===== src/rtl/conway_pkg.sv =====
// Shared definitions for the Conway neighbour-window slice.
//   NB_NW..NB_SE    : bit positions inside the 8-bit neighbour vector
//   window_state_t  : FILL / RUN / FLUSH phases of the window generator
//   popcount8       : live-neighbour count of an 8-bit neighbour vector
package conway_pkg;

  localparam int NB_NW = 0;
  localparam int NB_N  = 1;
  localparam int NB_NE = 2;
  localparam int NB_W  = 3;
  localparam int NB_E  = 4;
  localparam int NB_SW = 5;
  localparam int NB_S  = 6;
  localparam int NB_SE = 7;

  typedef enum logic [1:0] {
    FILL  = 2'd0,
    RUN   = 2'd1,
    FLUSH = 2'd2
  } window_state_t;

  function automatic logic [3:0] popcount8(input logic [7:0] v);
    logic [3:0] n;
    n = '0;
    for (int i = 0; i < 8; i++) begin
      n = n + {3'b000, v[i]};
    end
    return n;
  endfunction

endpackage


===== src/rtl/conway_neighbor_window_if.sv =====
// Stream interface between a cell-state source, the neighbour window and
// its consumer.
//   in_valid/in_ready/in_state  : one cell state per accepted beat, raster order
//   out_valid/out_ready         : one emitted cell per handshake
//   out_center/out_neighbors    : cell state and its 8 neighbours
//   out_row/out_col             : position of the emitted cell
//   frame_done                  : pulse with the last cell's handshake
//   out_count                   : live-neighbour count (CONWAY_COUNT_EN only)
// Handshake rule for both channels: a beat transfers on a rising clk edge
// where valid and ready are both high; a source holding valid high keeps
// its payload stable until that edge.
// Optional macro: CONWAY_COUNT_EN adds out_count.
interface conway_neighbor_window_if #(
  parameter int COLS = 16,
  parameter int ROWS = 16
);
  localparam int RW = $clog2(ROWS);
  localparam int CW = $clog2(COLS);

  logic          in_valid;
  logic          in_ready;
  logic          in_state;
  logic          out_valid;
  logic          out_ready;
  logic          out_center;
  logic [7:0]    out_neighbors;
  logic [RW-1:0] out_row;
  logic [CW-1:0] out_col;
  logic          frame_done;
`ifdef CONWAY_COUNT_EN
  logic [3:0]    out_count;

  modport slave (
    input  in_valid, in_state, out_ready,
    output in_ready, out_valid, out_center, out_neighbors, out_row, out_col,
           frame_done, out_count
  );
  modport master (
    output in_valid, in_state, out_ready,
    input  in_ready, out_valid, out_center, out_neighbors, out_row, out_col,
           frame_done, out_count
  );
`else
  modport slave (
    input  in_valid, in_state, out_ready,
    output in_ready, out_valid, out_center, out_neighbors, out_row, out_col,
           frame_done
  );
  modport master (
    output in_valid, in_state, out_ready,
    input  in_ready, out_valid, out_center, out_neighbors, out_row, out_col,
           frame_done
  );
`endif
endinterface


===== src/rtl/conway_shift_window.sv =====
// Raster-order window shift register of 2*COLS+3 bits; index 0 holds the
// newest sample. Exposes the centre (index COLS+1) and its 8 raw taps.
// No edge masking happens here.
//   clk, rst  : clock, asynchronous active-high reset (clears the window)
//   shift_en  : shift din in at index 0
//   din       : sample to shift in
//   tap_*     : raw window taps around the centre
module conway_shift_window #(
  parameter int COLS = 16
) (
  input  logic clk,
  input  logic rst,
  input  logic shift_en,
  input  logic din,
  output logic tap_nw,
  output logic tap_n,
  output logic tap_ne,
  output logic tap_w,
  output logic tap_c,
  output logic tap_e,
  output logic tap_sw,
  output logic tap_s,
  output logic tap_se
);
  localparam int W = 2 * COLS + 3;

  logic [W-1:0] win_q;

  always_ff @(posedge clk or posedge rst) begin
    if (rst) begin
      win_q <= '0;
    end else if (shift_en) begin
      win_q <= {win_q[W-2:0], din};
    end
  end

  assign tap_nw = win_q[2*COLS+2];
  assign tap_n  = win_q[2*COLS+1];
  assign tap_ne = win_q[2*COLS];
  assign tap_w  = win_q[COLS+2];
  assign tap_c  = win_q[COLS+1];
  assign tap_e  = win_q[COLS];
  assign tap_sw = win_q[2];
  assign tap_s  = win_q[1];
  assign tap_se = win_q[0];

endmodule


===== src/rtl/conway_neighbor_window.sv =====
// Streaming 3x3 neighbourhood generator for a ROWS x COLS grid. Takes one
// frame of cell states in raster order and emits, per cell, its state and
// its 8 neighbours (bit order NW,N,NE,W,E,SW,S,SE = 0..7), with cells
// outside the grid reading dead.
//   clk, rst   : clock, asynchronous active-high reset
//   ena        : global advance enable; low freezes all state
//   bus        : stream interface (slave side), see conway_neighbor_window_if
//   state_dbg  : current FILL/RUN/FLUSH phase
// Optional macro: CONWAY_COUNT_EN drives bus.out_count with the popcount of
// the masked neighbours.
module conway_neighbor_window
  import conway_pkg::*;
#(
  parameter int COLS = 16,
  parameter int ROWS = 16
) (
  input  logic                      clk,
  input  logic                      rst,
  input  logic                      ena,
  conway_neighbor_window_if.slave   bus,
  output window_state_t             state_dbg
);
  localparam int NCELL = ROWS * COLS;
  localparam int CNT_W = $clog2(NCELL);
  localparam int FL_W  = $clog2(COLS + 1);
  localparam int RW    = $clog2(ROWS);
  localparam int CW    = $clog2(COLS);

  window_state_t  state_q, state_d;
  logic [CNT_W-1:0] in_cnt_q;   // samples accepted this frame
  logic [FL_W-1:0]  fl_cnt_q;   // flush steps taken this frame
  logic [RW-1:0]  row_q;
  logic [CW-1:0]  col_q;
  logic           out_valid_q;

  logic out_free;   // output register may take a new cell this cycle
  logic in_ready_c;
  logic step;
  logic emit;
  logic last_in;    // current step accepts the final sample of the frame
  logic last_fl;    // current step is the final flush step

  logic tap_nw, tap_n, tap_ne, tap_w, tap_c, tap_e, tap_sw, tap_s, tap_se;
  logic [7:0] raw_nb;
  logic [7:0] keep;
  logic [7:0] nb_masked;

  assign out_free = ena & (~out_valid_q | bus.out_ready);
  assign last_in  = (in_cnt_q == CNT_W'(NCELL - 1));
  assign last_fl  = (fl_cnt_q == FL_W'(COLS));

  always_ff @(posedge clk or posedge rst) begin
    if (rst) state_q <= FILL;
    else     state_q <= state_d;
  end

  always_comb begin
    state_d    = state_q;
    in_ready_c = 1'b0;
    step       = 1'b0;
    emit       = 1'b0;
    in_ready_c = out_free & (state_q != FLUSH);
    step       = out_free & ((bus.in_valid & in_ready_c) | (state_q == FLUSH));
    emit       = step & (state_q != FILL);
    case (state_q)
      FILL:    if (step && in_cnt_q == CNT_W'(COLS)) state_d = RUN;
      RUN:     if (step && last_in)                  state_d = FLUSH;
      FLUSH:   if (step && last_fl)                  state_d = FILL;
      default: state_d = FILL;
    endcase
  end

  always_ff @(posedge clk or posedge rst) begin
    if (rst) begin
      in_cnt_q <= '0;
      fl_cnt_q <= '0;
    end else if (step) begin
      case (state_q)
        FILL:    in_cnt_q <= in_cnt_q + 1'b1;
        RUN:     in_cnt_q <= last_in ? '0 : in_cnt_q + 1'b1;
        FLUSH:   fl_cnt_q <= last_fl ? '0 : fl_cnt_q + 1'b1;
        default: begin
          in_cnt_q <= '0;
          fl_cnt_q <= '0;
        end
      endcase
    end
  end

  // Position of the emitted cell. The first RUN step of a frame (COLS+1
  // samples already taken) restarts at (0,0); later steps walk raster order.
  always_ff @(posedge clk or posedge rst) begin
    if (rst) begin
      row_q <= '0;
      col_q <= '0;
    end else if (emit) begin
      if (state_q == RUN && in_cnt_q == CNT_W'(COLS + 1)) begin
        row_q <= '0;
        col_q <= '0;
      end else if (col_q == CW'(COLS - 1)) begin
        col_q <= '0;
        row_q <= (row_q == RW'(ROWS - 1)) ? '0 : row_q + 1'b1;
      end else begin
        col_q <= col_q + 1'b1;
      end
    end
  end

  // With ena low nothing is consumed, so out_valid must survive out_ready.
  always_ff @(posedge clk or posedge rst) begin
    if (rst)                     out_valid_q <= 1'b0;
    else if (emit)               out_valid_q <= 1'b1;
    else if (ena & bus.out_ready) out_valid_q <= 1'b0;
  end

  // FLUSH shifts dead cells in behind the last row.
  conway_shift_window #(.COLS(COLS)) u_window (
    .clk      (clk),
    .rst      (rst),
    .shift_en (step),
    .din      ((state_q == FLUSH) ? 1'b0 : bus.in_state),
    .tap_nw   (tap_nw),
    .tap_n    (tap_n),
    .tap_ne   (tap_ne),
    .tap_w    (tap_w),
    .tap_c    (tap_c),
    .tap_e    (tap_e),
    .tap_sw   (tap_sw),
    .tap_s    (tap_s),
    .tap_se   (tap_se)
  );

  // The window and row/col registers move on the same step, so the masked
  // fields are a function of registered state and hold during stalls. Taps
  // that wrap across a row edge or into another frame are masked here.
  always_comb begin
    raw_nb        = '0;
    raw_nb[NB_NW] = tap_nw;
    raw_nb[NB_N]  = tap_n;
    raw_nb[NB_NE] = tap_ne;
    raw_nb[NB_W]  = tap_w;
    raw_nb[NB_E]  = tap_e;
    raw_nb[NB_SW] = tap_sw;
    raw_nb[NB_S]  = tap_s;
    raw_nb[NB_SE] = tap_se;

    keep = 8'hFF;
    if (row_q == '0) begin
      keep[NB_NW] = 1'b0; keep[NB_N] = 1'b0; keep[NB_NE] = 1'b0;
    end
    if (row_q == RW'(ROWS - 1)) begin
      keep[NB_SW] = 1'b0; keep[NB_S] = 1'b0; keep[NB_SE] = 1'b0;
    end
    if (col_q == '0) begin
      keep[NB_NW] = 1'b0; keep[NB_W] = 1'b0; keep[NB_SW] = 1'b0;
    end
    if (col_q == CW'(COLS - 1)) begin
      keep[NB_NE] = 1'b0; keep[NB_E] = 1'b0; keep[NB_SE] = 1'b0;
    end
    nb_masked = raw_nb & keep;
  end

  assign bus.in_ready      = in_ready_c;
  assign bus.out_valid     = out_valid_q;
  assign bus.out_center    = tap_c;
  assign bus.out_neighbors = nb_masked;
  assign bus.out_row       = row_q;
  assign bus.out_col       = col_q;
  assign bus.frame_done    = ena & out_valid_q & bus.out_ready &
                             (row_q == RW'(ROWS - 1)) & (col_q == CW'(COLS - 1));
`ifdef CONWAY_COUNT_EN
  assign bus.out_count     = popcount8(nb_masked);
`endif
  assign state_dbg         = state_q;

endmodule


===== src/flat_wrapper.sv =====
// flat-port wrapper written by rule: the top's interface ports become plain ports
module conway_neighbor_window_flat import conway_pkg::*;
#(
  parameter int COLS = 16,
  parameter int ROWS = 16
)
  (clk, rst, ena, state_dbg, bus_in_valid, bus_in_state, bus_out_ready, bus_in_ready, bus_out_valid, bus_out_center, bus_out_neighbors, bus_out_row, bus_out_col, bus_frame_done);
  conway_neighbor_window_if #(.COLS(COLS), .ROWS(ROWS)) bus_i ();
  input  logic clk;
  input  logic rst;
  input  logic ena;
  output window_state_t state_dbg;
  input wire logic [$bits(bus_i.in_valid)-1:0] bus_in_valid;
  input wire logic [$bits(bus_i.in_state)-1:0] bus_in_state;
  input wire logic [$bits(bus_i.out_ready)-1:0] bus_out_ready;
  output wire logic [$bits(bus_i.in_ready)-1:0] bus_in_ready;
  output wire logic [$bits(bus_i.out_valid)-1:0] bus_out_valid;
  output wire logic [$bits(bus_i.out_center)-1:0] bus_out_center;
  output wire logic [$bits(bus_i.out_neighbors)-1:0] bus_out_neighbors;
  output wire logic [$bits(bus_i.out_row)-1:0] bus_out_row;
  output wire logic [$bits(bus_i.out_col)-1:0] bus_out_col;
  output wire logic [$bits(bus_i.frame_done)-1:0] bus_frame_done;
  assign bus_i.in_valid = bus_in_valid;
  assign bus_i.in_state = bus_in_state;
  assign bus_i.out_ready = bus_out_ready;
  assign bus_in_ready = bus_i.in_ready;
  assign bus_out_valid = bus_i.out_valid;
  assign bus_out_center = bus_i.out_center;
  assign bus_out_neighbors = bus_i.out_neighbors;
  assign bus_out_row = bus_i.out_row;
  assign bus_out_col = bus_i.out_col;
  assign bus_frame_done = bus_i.frame_done;
  conway_neighbor_window #(.COLS(COLS), .ROWS(ROWS)) u_core (.clk(clk), .rst(rst), .ena(ena), .bus(bus_i), .state_dbg(state_dbg));
endmodule

===== config.mk =====
export PLATFORM = sky130hd
export DESIGN_NAME = conway_neighbor_window_flat
export DESIGN_NICKNAME = d
export VERILOG_FILES = /design/src/rtl/conway_pkg.sv /design/src/rtl/conway_neighbor_window_if.sv /design/src/rtl/conway_shift_window.sv /design/src/rtl/conway_neighbor_window.sv /design/src/flat_wrapper.sv
export SDC_FILE = /design/constraint.sdc
export NUM_CORES = 1
export LEC_CHECK = 0
export ABC_AREA = 0
export CAP_MARGIN = 20
export CORE_UTILIZATION = 45
export DETAILED_ROUTE_END_ITERATION = 16
export PLACE_DENSITY = 0.74
export SYNTH_ARGS = -nofsm -noshare
export SYNTH_HDL_FRONTEND = slang
export SYNTH_SLANG_ARGS = --single-unit

===== constraint.sdc =====
create_clock -name clk -period 2.5 [get_ports clk]
set_input_delay 0.5 -clock clk [delete_from_list [all_inputs] [get_ports clk]]
set_output_delay 0.5 -clock clk [all_outputs]
set_load 0.02 [all_outputs]

# [Word level (Yosys, flattened, before mapping)]
# Cells that the tools add are included.
[word_totals] out_inout_bits=22 ff_bits=59 wordCells=78
[classes] reduce_logical=15 mux=24 n_bitwise=16 eq_ne=12 addsub=4
[ops] cell="one-hot mux 8 bit (3 select lines)" count=1
[ops] cell="two-way mux 4 bit" count=5
[ops] cell="== test 8 x 5 -> 1 bit (second input constant)" count=2
[ops] cell="bitwise AND 1 bit" count=10
[ops] cell="one-hot mux 5 bit (2 select lines)" count=1
[ops] cell="two-way mux 1 bit" count=9
[ops] cell="adder 4 x 1 -> 4 bit (second input constant)" count=2
[ops] cell="adder 8 x 1 -> 8 bit (second input constant)" count=1
[ops] cell="bitwise AND 8 bit" count=1
[ops] cell="== test 4 bit (second input constant)" count=2
[ops] cell="== test 8 bit (second input constant)" count=1
[ops] cell="zero test 4 bit" count=2
[ops] cell="two-way mux 8 bit" count=1
[ops] cell="two-way mux 2 bit" count=3
[ops] cell="two-way mux 3 bit" count=2
[ops] cell="one-hot mux 2 bit (3 select lines)" count=1
[ops] cell="AND reduction 2 bit" count=3
[ops] cell="nonzero test 2 bit" count=3
[ops] cell="adder 5 x 1 -> 5 bit (second input constant)" count=1
[ops] cell="== test 5 bit (second input constant)" count=1
[ops] cell="two-way mux 5 bit" count=1
[ops] cell="logical AND 1 bit" count=4
[ops] cell="inequality test 2 x 1 -> 1 bit (second input constant)" count=2
[ops] cell="inequality test 2 bit (second input constant)" count=2
[ops] cell="7 further kinds" count=10

# [Longest topological paths before layout]
[depth] word_depth=10 depth_mapped=7 depth_no_buf=6

# [Hierarchy]
# Synthesis repeated with hierarchy kept, for this count alone.
[hier_totals] cells_unflattened=249 hier_area_um2=3059.2
[by_module_without_submodules] mod="conway_neighbor_window" instances=1 seq_area_each_um2=600.6 cells_per_inst=174 area_each_um2=1601.5
[by_module_without_submodules] mod="conway_shift_window" instances=1 seq_area_each_um2=875.8 cells_per_inst=75 area_each_um2=1457.6

# [Worst setup path before layout]
# No wires, ideal clock.
[synth_timing] path_kind="reg2out" start="register u_core.col_q[1], in the netlist u_core.bus.out_col[1]" end="output bus_frame_done" setup_slack_ns=0.590 arrival_time_ns=1.410 stages_incl_launch_ff=4 path_cell_list="dfrtp_1 > ha_1 > nand3_1 > nor3_1"
[synth_via] elab_chain_len=2
[synth_lines] element="start, declared" line="conway_neighbor_window.sv:33" rtl="logic [CW-1:0] col_q;"
[synth_lines] element="start signal, assigned" line="conway_neighbor_window.sv:104" rtl="col_q <= col_q + 1'b1;"
[synth_lines] element="== test 4 bit" line="conway_neighbor_window.sv:170" rtl="(row_q == RW'(ROWS - 1)) & (col_q == CW'(COLS - 1));"
[synth_lines] element="bitwise AND 1 bit" line="conway_neighbor_window.sv:170"
[synth_lines] element="end, declared" line="flat_wrapper.sv:22" rtl="output wire logic [$bits(bus_i.frame_done)-1:0] bus_frame_done;"
# Every way passes these cells.

# [Worst setup path after layout]
[layout_timing] start="register u_core.col_q[0], in the netlist u_core.bus.out_col[0]" end="output bus_out_neighbors[3]"
[layout_via] elab_chain_len=3
[layout_lines] element="zero test 4 bit" line="conway_neighbor_window.sv:154" rtl="if (col_q == '0) begin"
[layout_lines] element="two-way mux 1 bit" line="conway_neighbor_window.sv:154"
[layout_lines] element="bitwise AND 8 bit" line="conway_neighbor_window.sv:160" rtl="nb_masked = raw_nb & keep;"
[layout_lines] element="end, declared" line="flat_wrapper.sv:19" rtl="output wire logic [$bits(bus_i.out_neighbors)-1:0] bus_out_neighbors;"
# Every way passes these cells.

==> results list <==
- In this design, the stage delay of the slowest critical-path cell is 0.48 ns.
- VDD sags by at most 0.574 mV.
- Clock sink total: 59
- For the pin with the worst max-slew slack, the measured transition is 0.530 ns.
- After synthesis, the mean cell area works out to 11.7 µm².
* Commonest cells after routing, fill and taps aside: dfrtp_1 (59), mux2_2 (35), clkdlybuf4s50_1 (17)
- Overflow left after global routing: 0
- Number of antenna violations at the first check in global routing: 0
* Remaining DRCs: 0
* Final weighted congestion in routability-driven placement: 0.830
* Antenna diode instance count: 0
- Core area: 0.00599 mm²
- Worst path cell trace: inv_1 > ha_1 > or3b_2 > and2_1 > clkdlybuf4s15_1
- Number of cells in the finished layout apart from fillers: 363
- After clock tree synthesis, the clock-pin slew on the worst setup and hold paths is 0.08 ns.
- Number of slew-limit violations in the final report: 0
- The worst pin sits at a relative slew slack of 64.6%.
- TritonCTS built the clock tree.
* Wire length after detailed routing: 5560 µm
* Class of the most critical setup path: reg -> out
- Counting I/O delays and the setup requirement, the final critical path takes 2.43 ns.
* Tot Pwr: 0.00317 W
* Area share of the largest cell type after synthesis: 52.4%
- Pin count of the biggest net entering global routing: 24
* # rows: 28
* H-Tree Depth: 3
- Final Cycle Share: 97.3%
- Remaining antenna violation count after routing: 0
* Nets: 298
- Syn Std Cell Area: 0.00282 mm²
* Peak Freq: 0.411 GHz
- CP Launch Type: flip-flop
* Setup repair after global routing missed its margin: false
- The floorplan step defined a die boundary enclosing 0.00658 mm².
* Number of search-and-repair iterations in the first detailed-routing pass: 4
- For the worst setup path, the data required time is 2.00 ns.
* Crit path max fanout: 3
* Die W: 81.1 µm
- The via count of the first global-routing pass came to 1,905.
* Most common library cell in the layout ignoring fill and taps: dfrtp_1
* Post-synth cell types: 40
- Post-synthesis register bit count: 59
* Number of buffers between clock root and the deepest sink: 2
- Growth of design area from synthesis to finish: 24.3%
- The slowest stage of the critical path belongs to the cell or3b_2.
* Yosys top cell by area: dfrtp_1
- During synthesis, Yosys emitted a total of 0 warnings.
- In the routed layout, each cell is associated on average with a via count of 5.52.
- Sequential share of the synthesized area: 52.4%
- For this run, the total global-route usage over all layers was measured as 19.1%.
- Across the run, the number of max-cap violations was 0.
* Inserted Clock Buffers: 9
- Outcome: complete, no violations
- Data arrival at the endpoint of the critical path: 1.93 ns
- Port bufs: 27
- P_leak: 1.68 nW
* Post-synthesis net count: 255
- Average detailed-routed wire length per instance: 15.3 µm
* Power per cell area: 905 mW/mm²
- By area the synthesized netlist is led by dfrtp_1 (52%), mux2_2 (14%), ha_1 (4.0%).
* Number of endpoints with negative hold slack in the final report: 0
- # IOs: 28
- Via count: 2,002
* Cell count after placement: 345
- Setup violations remaining at the end of the flow were counted as 0.
- The cell count after synthesis came out at 240.
* Clock latency at the later pin of the worst-skew pair: 0.35 ns
- Cells with a size suffix above 1 make up 25.0% of the layout.
* Min-delay worst type: in -> async
* Post-route worst hold slack: 0.462 ns
* Fin Setup TNS: 0 ns
* CTS Root Cell: clkbuf_8
- The wire-length estimate of the detail-placed layout is 3980 µm.
- Drt first-iter violations: 142
- The first global-routing pass estimated 9300 µm of wire.
- The initial utilization of the core area, before any placement, comes to 47.0%.
- In this run the vertical extent of the chip is 81.1 µm.
- Worst setup EP type: output port
* Worst-case clock skew: 0.0108 ns
-- per-layer routing --
layer | part of all wire (%) | global-route usage, %
met5 | 0 | 0
met4 | 2.3 | 11.6
met3 | 3.4 | 3.15
met2 | 45 | 27.0
met1 | 49 | 27.3
-- report_power, final --
part           switching (W)  internal, W  leakage [nW]
clock               0.000422     0.000670         0.120
combinational       0.000375     0.000388         0.770
sequential          0.000170      0.00114         0.786
-- worst paths after layout --
path / startpoint / end / slack (ns) / cells past startpoint
hold / removal: rst / u_core.u_window.win_q[22]$_DFFE_PP0N_ / 0.46 / 2
max in group asynchronous: rst / u_core.u_window.win_q[0]$_DFFE_PP0N_ / 1.43 / 3
setup / recovery: u_core.bus.out_col[0]$_DFFE_PP0P_ / bus_out_neighbors[3] / 0.07 / 5
setup reg to reg: u_core.state_dbg[0]$_DFFE_PP0P_ / u_core.u_window.win_q[6]$_DFFE_PP0N_ / 0.58 / 4
min in group clk: u_core.u_window.win_q[26]$_DFFE_PP0N_ / u_core.u_window.win_q[27]$_DFFE_PP0N_ / 0.51 / 1
hold reg to reg: u_core.u_window.win_q[26]$_DFFE_PP0N_ / u_core.u_window.win_q[27]$_DFFE_PP0N_ / 0.51 / 1
-- critical path: cells and delay by family (launching register included) --
kind / cells / cell delay, ns
buf+inv: 2 / 0.39
flops: 1 / 0.40
fa+ha+maj: 1 / 0.14
simple gates: 2 / 0.66
-- through the flow --
stage	setup WS [ns]	area (µm²)	utilization, %
2_1_floorplan	0.544	2820	-
3_3_place_gp	0.0340	3250	54.3
3_5_place_dp	0.0146	3250	54.3
4_1_cts	0.00466	3500	58.4
5_1_grt	0.00236	3500	58.5
6_report	0.0667	3500	58.5
-- Yosys cell counts (all sizes together) --
library cell / n
a21o: 1
and2: 6
buf: 8
o41ai: 1
and3: 7
nor3b: 2
nor2: 7
mux2: 35
a31o: 1
or4: 2
nand4: 6
or3b: 1
dfrtp: 59
nand2b: 2
or3: 4
and2b: 1
a22o: 8
o22ai: 2
nand2: 13
o311a: 1
o2111ai: 1
nor2b: 2
a21oi: 7
nor4: 2
nor3: 1
o211ai: 1
ha: 9
mux2i: 1
inv: 13
or4bb: 1
o21a: 1
and4: 3
a32o: 2
o21ai: 12
nand3: 12
o31ai: 3
nor4b: 1
xor2: 1
-- flip-flops by register name, summed over array words and instances, names as in the netlist --
| register | flops |
|---|---|
| u_core.bus.out_col | 4 |
| u_core.bus.out_row | 4 |
| u_core.bus.out_valid | 1 |
| u_core.fl_cnt_q | 5 |
| u_core.in_cnt_q | 8 |
| u_core.state_dbg | 2 |
| u_core.u_window.win_q | 35 |
-- cell families (layout without fill, tap and decap cells) --
group                    count (synthesis)  count (layout)  share of synthesized area [%]
flip-flops                              59              59                           52.4
adder cells (fa/ha/maj)                  9               9                           4.00
AND/OR/NAND/NOR                         73              73                           15.5
AO/OA/AOI/OAI                           41              41                           10.1
buffers and inverters                   21              69                           3.42
XOR/XNOR                                 1               1                          0.311
multiplexers                            36              36                           14.3
-- final cells by class --
cell class,count,area (µm²)
repair buffers,40,382
clock inverters,7,124
fillers,495,2490
inverters,13,48.8
flip-flops and latches,59,1480
well taps,75,93.8
clock buffers,9,124
multi-input cells,160,1250
-- what timing repair did --
item | 4_1_cts | 5_1_grt
setup buffers | 1 | 1
pin swaps | 0 | 0
gates resized for setup | 10 | 5
setup endpoints to repair | 8 | 5
hold buffers | 0 | 0
Power figures use the tool's default switching activity.
